**src/rtl/uart_host_pkg.sv**
```systemverilog
// UART memory host: shared types and opcode constants.
// State encoding for the host FSM plus the opcode frame values.
package uart_host_pkg;

  typedef enum logic [2:0] {
    IDLE,
    SEND_OP,
    SEND_ADDR,
    SEND_DATA,
    WAIT_RSP,
    RSP
  } state_e;

  localparam logic OP_READ  = 1'b0;
  localparam logic OP_WRITE = 1'b1;

endpackage

```
**src/rtl/uart_host_rx.sv**
```systemverilog
// UART memory host: serial response receiver.
// Optional busy_o exists only with UART_HOST_TIMEOUT_EN defined.
module uart_host_rx
  import uart_host_pkg::*;
#(
  parameter int FRAME_WIDTH = 8,
  parameter int BAUD_PERIOD = 16
) (
  input  logic                   clk,
  input  logic                   rst_l,
  input  logic                   en_i,
  input  logic                   rx_i,
`ifdef UART_HOST_TIMEOUT_EN
  output logic                   busy_o,
`endif
  output logic                   done_o,
  output logic                   err_o,
  output logic [FRAME_WIDTH-1:0] data_o
);

  localparam int BW = $clog2(BAUD_PERIOD);
  localparam int NW = $clog2(FRAME_WIDTH + 2);
  localparam logic [BW-1:0] BMAX = BW'(BAUD_PERIOD - 1);
  localparam logic [BW-1:0] HALF = BW'(BAUD_PERIOD / 2 - 1);
  localparam logic [NW-1:0] STOP = NW'(FRAME_WIDTH + 1);

  logic [2:0]             sy_q;
  logic                   act_q, act_d;
  logic [BW-1:0]          cnt_q, cnt_d;
  logic [NW-1:0]          idx_q, idx_d;
  logic [FRAME_WIDTH-1:0] dat_q, dat_d;
  logic                   done_q, done_d;
  logic                   err_q, err_d;
  logic                   s;
  logic                   fall;

  assign s      = sy_q[1];
  assign fall   = sy_q[2] & ~sy_q[1];
  assign done_o = done_q;
  assign err_o  = err_q;
  assign data_o = dat_q;
`ifdef UART_HOST_TIMEOUT_EN
  assign busy_o = act_q;
`endif

  // Two-flop synchronizer plus one history flop for edge detect.
  always_ff @(posedge clk or negedge rst_l) begin
    if (!rst_l) sy_q <= 3'b111;
    else        sy_q <= {sy_q[1:0], rx_i};
  end

  // Start detect, mid-bit sampling and stop-bit check.
  always_comb begin
    act_d  = act_q;
    cnt_d  = cnt_q;
    idx_d  = idx_q;
    dat_d  = dat_q;
    err_d  = err_q;
    done_d = 1'b0;
    if (!en_i) begin
      act_d = 1'b0;
    end else if (!act_q) begin
      if (fall) begin
        act_d = 1'b1;
        cnt_d = '0;
        idx_d = '0;
      end
    end else begin
      cnt_d = (cnt_q == BMAX) ? '0 : cnt_q + 1'b1;
      if (cnt_q == HALF) begin
        if (idx_q == '0) begin
          if (s) act_d = 1'b0;
          else   idx_d = idx_q + 1'b1;
        end else if (idx_q != STOP) begin
          dat_d = dat_q >> 1;
          dat_d[FRAME_WIDTH-1] = s;
          idx_d = idx_q + 1'b1;
        end else begin
          done_d = 1'b1;
          err_d  = ~s;
          act_d  = 1'b0;
        end
      end
    end
  end

  // Receiver state registers.
  always_ff @(posedge clk or negedge rst_l) begin
    if (!rst_l) begin
      act_q  <= 1'b0;
      cnt_q  <= '0;
      idx_q  <= '0;
      dat_q  <= '0;
      done_q <= 1'b0;
      err_q  <= 1'b0;
    end else begin
      act_q  <= act_d;
      cnt_q  <= cnt_d;
      idx_q  <= idx_d;
      dat_q  <= dat_d;
      done_q <= done_d;
      err_q  <= err_d;
    end
  end

endmodule

```
**src/rtl/uart_mem_host.sv**
```systemverilog
// UART memory host: request FSM and TX serializer.
// Read timeout enabled by defining UART_HOST_TIMEOUT_EN.
module uart_mem_host
  import uart_host_pkg::*;
#(
  parameter int FRAME_WIDTH    = 8,
  parameter int ADDR_WIDTH     = 4,
  parameter int DATA_WIDTH     = 8,
  parameter int BAUD_PERIOD    = 16,
  parameter int TIMEOUT_CYCLES = 4096
) (
  input  logic                  clk,
  input  logic                  rst_l,
  input  logic                  req_valid,
  output logic                  req_ready,
  input  logic                  req_wr,
  input  logic [ADDR_WIDTH-1:0] req_addr,
  input  logic [DATA_WIDTH-1:0] req_wdata,
  output logic                  rsp_valid,
  input  logic                  rsp_ready,
  output logic [DATA_WIDTH-1:0] rsp_rdata,
  output logic                  rsp_err,
  output logic                  TX,
  input  logic                  RX,
  output logic                  busy
);

  localparam int FL = FRAME_WIDTH + 2;
  localparam int BW = $clog2(BAUD_PERIOD);
  localparam int NW = $clog2(FL);
  localparam logic [BW-1:0] BMAX = BW'(BAUD_PERIOD - 1);
  localparam logic [NW-1:0] LAST = NW'(FL - 1);

  if (FRAME_WIDTH < ADDR_WIDTH || FRAME_WIDTH < DATA_WIDTH ||
      BAUD_PERIOD < 16) begin : g_bad_cfg
    $fatal(1, "uart_mem_host: illegal parameter set");
  end

  state_e                st_q, st_d;
  logic [FL-1:0]         sh_q, sh_d;
  logic [BW-1:0]         bd_q, bd_d;
  logic [NW-1:0]         nb_q, nb_d;
  logic                  wr_q, wr_d;
  logic [ADDR_WIDTH-1:0] ad_q, ad_d;
  logic [DATA_WIDTH-1:0] wd_q, wd_d;
  logic [DATA_WIDTH-1:0] rd_q, rd_d;
  logic                  er_q, er_d;
  logic                  tx_on;
  logic                  fdone;
  logic                  rx_done;
  logic                  rx_err;
  logic [FRAME_WIDTH-1:0] rx_data;

  function automatic logic [FL-1:0] frame(input logic [FRAME_WIDTH-1:0] v);
    return {1'b1, v, 1'b0};
  endfunction

  function automatic logic [FRAME_WIDTH-1:0] op_f(input logic w);
    op_f    = '0;
    op_f[0] = w ? OP_WRITE : OP_READ;
  endfunction

  function automatic logic [FRAME_WIDTH-1:0] ext_a(input logic [ADDR_WIDTH-1:0] a);
    ext_a = '0;
    ext_a[ADDR_WIDTH-1:0] = a;
  endfunction

  function automatic logic [FRAME_WIDTH-1:0] ext_d(input logic [DATA_WIDTH-1:0] d);
    ext_d = '0;
    ext_d[DATA_WIDTH-1:0] = d;
  endfunction

  assign tx_on     = (st_q == SEND_OP) || (st_q == SEND_ADDR) || (st_q == SEND_DATA);
  assign TX        = tx_on ? sh_q[0] : 1'b1;
  assign req_ready = (st_q == IDLE);
  assign busy      = (st_q != IDLE);
  assign rsp_valid = (st_q == RSP);
  assign rsp_rdata = rd_q;
  assign rsp_err   = er_q;

`ifdef UART_HOST_TIMEOUT_EN
  localparam int TW = $clog2(TIMEOUT_CYCLES + 1);
  localparam logic [TW-1:0] TMAX = TW'(TIMEOUT_CYCLES - 1);
  logic [TW-1:0] to_q;
  logic          rx_busy;
`endif

  uart_host_rx #(
    .FRAME_WIDTH(FRAME_WIDTH),
    .BAUD_PERIOD(BAUD_PERIOD)
  ) u_rx (
    .clk   (clk),
    .rst_l (rst_l),
    .en_i  (st_q == WAIT_RSP),
    .rx_i  (RX),
`ifdef UART_HOST_TIMEOUT_EN
    .busy_o(rx_busy),
`endif
    .done_o(rx_done),
    .err_o (rx_err),
    .data_o(rx_data)
  );

`ifdef UART_HOST_TIMEOUT_EN
  // Response timer: zero outside WAIT_RSP, held while a frame arrives.
  always_ff @(posedge clk or negedge rst_l) begin
    if (!rst_l)                to_q <= '0;
    else if (st_q != WAIT_RSP) to_q <= '0;
    else if (!rx_busy)         to_q <= to_q + 1'b1;
  end
`endif

  // Next state, bit timing and frame loading.
  always_comb begin
    st_d  = st_q;
    sh_d  = sh_q;
    bd_d  = bd_q;
    nb_d  = nb_q;
    wr_d  = wr_q;
    ad_d  = ad_q;
    wd_d  = wd_q;
    rd_d  = rd_q;
    er_d  = er_q;
    fdone = 1'b0;
    if (tx_on) begin
      if (bd_q == BMAX) begin
        bd_d = '0;
        if (nb_q == LAST) begin
          fdone = 1'b1;
        end else begin
          sh_d = {1'b1, sh_q[FL-1:1]};
          nb_d = nb_q + 1'b1;
        end
      end else begin
        bd_d = bd_q + 1'b1;
      end
    end
    unique case (st_q)
      IDLE: if (req_valid) begin
        wr_d = req_wr;
        ad_d = req_addr;
        wd_d = req_wdata;
        sh_d = frame(op_f(req_wr));
        bd_d = '0;
        nb_d = '0;
        st_d = SEND_OP;
      end
      SEND_OP: if (fdone) begin
        sh_d = frame(ext_a(ad_q));
        nb_d = '0;
        st_d = SEND_ADDR;
      end
      SEND_ADDR: if (fdone) begin
        nb_d = '0;
        if (wr_q) begin
          sh_d = frame(ext_d(wd_q));
          st_d = SEND_DATA;
        end else begin
          st_d = WAIT_RSP;
        end
      end
      SEND_DATA: if (fdone) begin
        rd_d = '0;
        er_d = 1'b0;
        st_d = RSP;
      end
      WAIT_RSP: begin
        if (rx_done) begin
          rd_d = rx_data[DATA_WIDTH-1:0];
          er_d = rx_err;
          st_d = RSP;
        end
`ifdef UART_HOST_TIMEOUT_EN
        else if (to_q == TMAX) begin
          rd_d = '0;
          er_d = 1'b1;
          st_d = RSP;
        end
`endif
      end
      RSP: if (rsp_ready) st_d = IDLE;
      default: st_d = IDLE;
    endcase
  end

  // Host state registers.
  always_ff @(posedge clk or negedge rst_l) begin
    if (!rst_l) begin
      st_q <= IDLE;
      sh_q <= '1;
      bd_q <= '0;
      nb_q <= '0;
      wr_q <= 1'b0;
      ad_q <= '0;
      wd_q <= '0;
      rd_q <= '0;
      er_q <= 1'b0;
    end else begin
      st_q <= st_d;
      sh_q <= sh_d;
      bd_q <= bd_d;
      nb_q <= nb_d;
      wr_q <= wr_d;
      ad_q <= ad_d;
      wd_q <= wd_d;
      rd_q <= rd_d;
      er_q <= er_d;
    end
  end

endmodule

```
**config.mk**
```make
export PLATFORM = sky130hd
export DESIGN_NAME = uart_mem_host
export DESIGN_NICKNAME = d
export VERILOG_FILES = /design/src/rtl/uart_host_pkg.sv /design/src/rtl/uart_host_rx.sv /design/src/rtl/uart_mem_host.sv
export SDC_FILE = /design/constraint.sdc
export NUM_CORES = 1
export LEC_CHECK = 0
export BUFFER_PORTS_ARGS = -buffer_cell sky130_fd_sc_hd__clkbuf_2
export CAP_MARGIN = 10
export CORE_MARGIN = 2
export CORE_UTILIZATION = 50
export CTS_BUF_LIST = sky130_fd_sc_hd__clkbuf_4
export DETAILED_ROUTE_END_ITERATION = 16
export PLACE_DENSITY = 0.69
export SETUP_SLACK_MARGIN = 0.5
export SLEW_MARGIN = 5
export SYNTH_ARGS = -nofsm -noshare
export SYNTH_HDL_FRONTEND = slang
export SYNTH_HIERARCHICAL = 1
export SYNTH_SLANG_ARGS = --single-unit
```
**constraint.sdc**
```tcl
create_clock -name clk -period 2.9 [get_ports clk]
set_input_delay 0.145 -clock clk [delete_from_list [all_inputs] [get_ports clk]]
set_output_delay 0.145 -clock clk [all_outputs]
set_load 0.005 [all_outputs]
```
==> impl_metrics.env, run 1 <==
export IMPL_antenna_found_initial=0
export IMPL_die_y_um=83.6
export IMPL_synthTopCellsByArea="dfrtp_1 41%, mux2_2 11%, dfstp_2 11%"
export IMPL_cp_required_ns=3.19
export IMPL_r2r_slack_ns=0.71
export IMPL_finalNetCount=339
export IMPL_drv_cap=0
export IMPL_rsz0062_at_grt="no"
export IMPL_crit_arrival_ns=2.48
export IMPL_synth_edff_count=0
export IMPL_hold_violations=0
export IMPL_postCtsSetupBuffers=0
export IMPL_max_freq_ghz=0.457
export IMPL_vdd_drop_max_mv=0.432
export IMPL_multi_input_area_sq_um=1430
export IMPL_r2r_start="st_q[0]"
export IMPL_port_buffer_count=30
export IMPL_gp_congestion=0.814
export IMPL_rows=29
export IMPL_yosys_area_top_type_share_pct=41.0
export IMPL_finalCritPeriodShare_pct=75.5
export IMPL_firstDrtPassIters=4
export IMPL_synth_fp_nets=289
export IMPL_initial_core_util_pct=50.8
export IMPL_async_flop_share_pct=100
export IMPL_grt_util_met1_pct=24.6
export IMPL_ys_flop_type="dfrtp_1"
export IMPL_ff2ff_path_depth=4
export IMPL_layoutNonFillerInstCount=396
export IMPL_synth_cells=264
export IMPL_cp_start_kind="flop"
export IMPL_cts_sinks=65
export IMPL_design_core_area_sq_um=6240
export IMPL_antenna_left=0
export IMPL_rr_endpoint="u_rx/data_o[3]"
export IMPL_fin_skew_ns=0.0117
export IMPL_avgSynthCellArea_sq_um=12.0
export IMPL_hold_path_end="st_q[2]"
export IMPL_cp_end_kind="flop"
export IMPL_finalSetupViolCount=0
export IMPL_synth_warnings=6
export IMPL_synth_top_cell_by_area="dfrtp_1"
export IMPL_hold_depth=4
export IMPL_synth_seq_cells=65
export IMPL_leakage_nw=1.73
export IMPL_crit_type="flop to flop"
export IMPL_yosysUniqueCellTypes=55
export IMPL_die_w_um=83.6
export IMPL_dieArea_sq_um=6990
export IMPL_final_common_cell="dfrtp_1"
export IMPL_post_route_min_period_ns=2.19
export IMPL_cts_buffers=9
export IMPL_grt_pass1_vias=2191
export IMPL_utilization_pct=58.9
export IMPL_gr_usage_met3_pct=4.65
export IMPL_place_inst=365
export IMPL_via_per_inst=5.51
export IMPL_p_total_mw=2.83
export IMPL_grt_max_degree=27
export IMPL_tightestPinTransition_ns=0.673
export IMPL_hpwlAfterDp_um=3940
export IMPL_h_tree_depth=3
export IMPL_seqCellArea_sq_um=1640
export IMPL_clockBufferDepth=2
export IMPL_grt_busiest_layer="met2"
export IMPL_slew_violations=0
export IMPL_tritoncts="done"
export IMPL_clk_latency_ns=0.41
export IMPL_ctsRootBufferMaster="clkbuf_4"
export IMPL_syn_area_sq_um=3170
export IMPL_min_path_type="input pin to flop"
export IMPL_setup_tns_ns=0
export IMPL_grt_usage_pct=18.3
export IMPL_hp_start="rsp_ready"
export IMPL_drive_gt1_share_pct=33.5
export IMPL_antenna_cells=0
export IMPL_clkTransAtPathRegs_ns=0.11
export IMPL_final_cell_mix="52 x dfrtp_1, 31 x mux2_2, 30 x clkbuf_2"
export IMPL_status="finished clean"
export IMPL_synth_seq_area_share_pct=51.8
export IMPL_fill_cells=539
export IMPL_wirelength_um=5760
export IMPL_gr_total_overflow=0
export IMPL_grt_util_met2_pct=27.6
export IMPL_drt_iter0_drc=140
export IMPL_grt_pass1_wl_um=10200
export IMPL_route_detailed_drc=0
export IMPL_avgRoutedWirePerCell_um=14.5
export IMPL_vias=2182
export IMPL_relSlewSlack_pct=55.0
export IMPL_boundaryPins=31
export IMPL_p_per_area_nw_per_um2=768
export IMPL_syn2layout_area_growth_pct=16.0
export IMPL_cp_max_fo=14
worst max-delay path, stage by stage, from the launching register on:
cell and delay (ns):
dfrtp_1 0.58, nor3_1 0.51, and2_1 0.37, o211ai_2 0.28, mux2_2 0.34
synth_stat cells (2+ instances only):
cell	n
nor2b_1	2
mux2i_1	12
ha_1	7
clkbuf_1	2
nor2_1	11
o22a_1	2
a22o_1	2
xnor2_1	3
nand3b_1	2
nand4_1	3
nand2_1	18
dfstp_2	13
xor2_1	2
nand4b_1	2
o21ai_1	2
a22oi_1	5
nor3_1	5
and2_1	4
buf_2	5
o21ai_0	13
nand3_1	9
inv_1	7
a31oi_1	2
a21oi_1	4
buf_6	2
nand2b_1	2
and3b_1	2
o211ai_2	2
nor3_4	2
dfrtp_1	52
mux2_2	31
and3_1	11
how the worst max path moves through the flow:
| stage | slack [ns] | from | cells after the start | to |
|---|---|---|---|---|
| 6_report | 0.71 | st_q[0] | 4 | u_rx/data_o[3] |
| 4_1_cts | 0.67 | st_q[0] | 6 | wd_q[6] |
| 3_5_place_dp | 0.69 | st_q[0] | 6 | ad_q[0] |
| 2_1_floorplan | 1.0 | st_q[1] | 6 | u_rx/data_o[0] |
| 3_3_place_gp | 0.78 | st_q[0] | 6 | wd_q[3] |
| 5_1_grt | 0.55 | st_q[0] | 4 | u_rx/data_o[3] |
kinds of logic (layout without fill, tap and decap cells):
| logic type | Yosys count | in the layout | synth area share [%] |
|---|---|---|---|
| simple gates | 81 | 81 | 15.4 |
| flops | 65 | 65 | 51.8 |
| mux | 43 | 43 | 14.8 |
| xor+xnor | 5 | 5 | 1.38 |
| compound gates | 44 | 44 | 10.8 |
| fa+ha+maj | 7 | 7 | 2.76 |
| buf+inv | 19 | 74 | 3.08 |
area by class of cell:
type                            instances  area share [%]
Clock buffer                            9            1.84
Sequential cell                        65            44.7
Tap cell                               77            2.62
Multi-Input combinational cell        180            38.9
Timing Repair Buffer                   50            9.18
Clock inverter                          7            1.94
Inverter                                8           0.816
repair_timing:
action                                 in CTS  in global routing
resized for setup                           0                  1
hold buffers                               15                  0
setup endpoints to repair                   0                  2
endpoints found under the hold margin      32                  0
power breakdown:
group	internal, mW	switching, mW	leakage [nW]
sequential	1.18	0.220	0.826
combinational	0.401	0.421	0.830
clock	0.261	0.345	0.0695
per-stage QoR:
step	setup slack, ns	hold slack, ns	instance area, sq um
2_1_floorplan	0.999	-0.151	3170
3_3_place_gp	0.779	0.126	3390
3_5_place_dp	0.686	0.131	3390
4_1_cts	0.672	0.0307	3680
5_1_grt	0.546	0.0394	3680
6_report	0.711	0.0413	3680
per-layer routing:
layer,wire length [um],share of wire (%)
met1,2710,47
met2,2740,48
met3,183,3.2
met4,122,2.1
met5,0,0
flip-flops by register name, indices dropped and copies added, names as in the netlist, 4 cells and up:
signal and flops:
sh_q 10, bd_q 4, rsp_rdata 8, nb_q 4, u_rx/data_o 8, ad_q 4
u_rx/idx_q 4, wd_q 8, u_rx/cnt_q 4
(Power assumes the default switching activity.)
==> run 2: changes to the inputs <==
--- a/config.mk
+++ b/config.mk
@@ -11,7 +11,7 @@
 export CORE_UTILIZATION = 50
 export CTS_BUF_LIST = sky130_fd_sc_hd__clkbuf_4
 export DETAILED_ROUTE_END_ITERATION = 16
-export PLACE_DENSITY = 0.69
+export PLACE_DENSITY = 0.72
 export SETUP_SLACK_MARGIN = 0.5
 export SLEW_MARGIN = 5
 export SYNTH_ARGS = -nofsm -noshare
==> constraint.sdc (replaced) <==
create_clock -name clk -period 1.9 [get_ports clk]
set_input_delay 0.095 -clock clk [delete_from_list [all_inputs] [get_ports clk]]
set_output_delay 0.095 -clock clk [all_outputs]
set_load 0.005 [all_outputs]
==> impl_metrics.env, run 2 (synthesis results as in run 1) <==
export IMPL_fin_skew_ns=0.0172
export IMPL_r2r_start="st_q[2]"
export IMPL_largest_reg_flops=10
export IMPL_syn2layout_area_growth_pct=45.5
export IMPL_tightestPinTransition_ns=0.517
export IMPL_rsz0062_at_grt="yes"
export IMPL_wirelength_um=8060
export IMPL_grt_pass1_vias=2513
export IMPL_die_w_um=83.6
export IMPL_grt_max_degree=66
export IMPL_vdd_drop_max_mv=0.813
export IMPL_cp_start_kind="flop"
export IMPL_tritoncts="done"
export IMPL_r2r_slack_ns=0.17
export IMPL_via_per_inst=5.64
export IMPL_route_detailed_drc=0
export IMPL_power_net_switching_mw=2.00
export IMPL_layoutNonFillerInstCount=456
export IMPL_seqPwrFrac_pct=39.6
export IMPL_max_freq_ghz=0.580
export IMPL_hold_violations=0
export IMPL_firstDrtPassIters=4
export IMPL_setup_tns_ns=0
export IMPL_cp_max_fo=10
export IMPL_slew_violations=0
export IMPL_cts_buffers=9
export IMPL_relSlewSlack_pct=65.5
export IMPL_clockPowerShare_pct=14.2
export IMPL_rr_endpoint="sh_q[9]"
export IMPL_place_inst=370
export IMPL_cts_sinks=65
export IMPL_avgRoutedWirePerCell_um=17.7
export IMPL_final_cell_mix="49 x dfrtp_1, 38 x buf_4, 27 x clkbuf_2"
export IMPL_cp_end_kind="flop"
export IMPL_clkTransAtPathRegs_ns=0.11
export IMPL_hold_depth=4
export IMPL_ff2ff_path_depth=10
export IMPL_gp_congestion=0.795
export IMPL_rows=29
export IMPL_final_common_cell="dfrtp_1"
export IMPL_grt_pass1_wl_um=12300
export IMPL_intPower_mw=3.55
export IMPL_gr_total_overflow=0
export IMPL_p_per_area_nw_per_um2=1200
export IMPL_finalNetCount=399
export IMPL_p_comb_share_pct=46.1
export IMPL_finalCritPeriodShare_pct=90.8
export IMPL_cp_required_ns=2.25
export IMPL_clockBufferDepth=2
export IMPL_hold_path_end="bd_q[2]"
export IMPL_dieArea_sq_um=6990
export IMPL_swShare_pct=36.0
export IMPL_hp_start="req_valid"
export IMPL_min_path_type="input pin to flop"
export IMPL_finalSetupViolCount=0
export IMPL_status="finished clean"
export IMPL_regMostFlops="sh_q"
export IMPL_vias=2570
export IMPL_port_buffer_count=30
export IMPL_grt_usage_pct=22.3
export IMPL_drt_iter0_drc=160
export IMPL_antenna_found_initial=0
export IMPL_initial_core_util_pct=50.8
export IMPL_clk_latency_ns=0.42
export IMPL_crit_type="flop to flop"
export IMPL_crit_arrival_ns=2.08
export IMPL_p_total_mw=5.56
export IMPL_boundaryPins=31
export IMPL_leakage_nw=2.14
export IMPL_hpwlAfterDp_um=4030
export IMPL_h_tree_depth=3
export IMPL_post_route_min_period_ns=1.73
export IMPL_ctsRootBufferMaster="clkbuf_4"
export IMPL_drv_cap=0
export IMPL_drive_gt1_share_pct=54.1
export IMPL_die_y_um=83.6
export IMPL_antenna_cells=0
export IMPL_design_core_area_sq_um=6240
export IMPL_antenna_left=0
==> run 2: repair_timing <==
item,CTS,global route
setup endpoints to repair,64,62
pin swaps,14,18
hold buffers,16,0
cloned,1,1
resized for setup,45,34
setup buffers,42,10
endpoints found under the hold margin,81,0
==> run 2: worst max path at each step <==
stage | startpoint | end | slack (ns) | cells past startpoint
after floorplan | nb_q[1] | rsp_err | 0.27 | 6
after global placement | st_q[2] | u_rx/data_o[2] | 0.13 | 5
after detailed placement | st_q[2] | u_rx/data_o[5] | 0.11 | 5
after CTS | nb_q[1] | rsp_rdata[5] | 0.22 | 7
after global routing | nb_q[1] | sh_q[1] | 0.12 | 7
final | st_q[2] | sh_q[9] | 0.17 | 10
==> run 2: routing by layer <==
layer	part of all wire, %	track usage (%)	vias to the layer above
met5	0	0	-
met4	2.4	6.74	0
met3	3.5	6.82	20
met2	51	36.5	57
met1	43	28.7	1310
li1	-	-	1183
==> run 2: area by class of cell <==
class	count	area (sq um)
Clock buffer	11	82.6
Clock inverter	5	23.8
Fill cell	376	1630
Inverter	8	45.0
Multi-Input combinational cell	181	1750
Sequential cell	65	1650
Tap cell	77	96.3
Timing Repair Buffer	109	971
==> run 2: through the flow <==
step                utilization (%)  hold WS [ns]  setup slack [ns]  area, sq um
global placement               56.9         0.137             0.129         3550
detailed placement             56.9         0.139             0.107         3550
global route                   73.9         0.141             0.119         4610
CTS                            69.5        0.0936             0.221         4340
finish                         73.9         0.126             0.175         4610
floorplan                         -        -0.201             0.271         3310
==> run 2: worst max-delay path: stages (launching register included) <==
cell	delay, ns
dfrtp_2	0.44
buf_12	0.13
clkinv_8	0.05
buf_12	0.12
buf_12	0.12
nand2_8	0.07
inv_4	0.04
nand2_1	0.11
a32oi_2	0.07
buf_6	0.16
or3_1	0.34
==> run 2: power groups by stage <==
stage          registers (mW)  logic [mW]  clock network, mW
6_report                 2.20        2.56              0.791
5_1_grt                  2.25        2.74              0.882
4_1_cts                  2.17        2.14              0.788
3_5_place_dp             2.20        1.43                  0
3_3_place_gp             2.18        1.38                  0
2_1_floorplan            2.05        1.24                  0
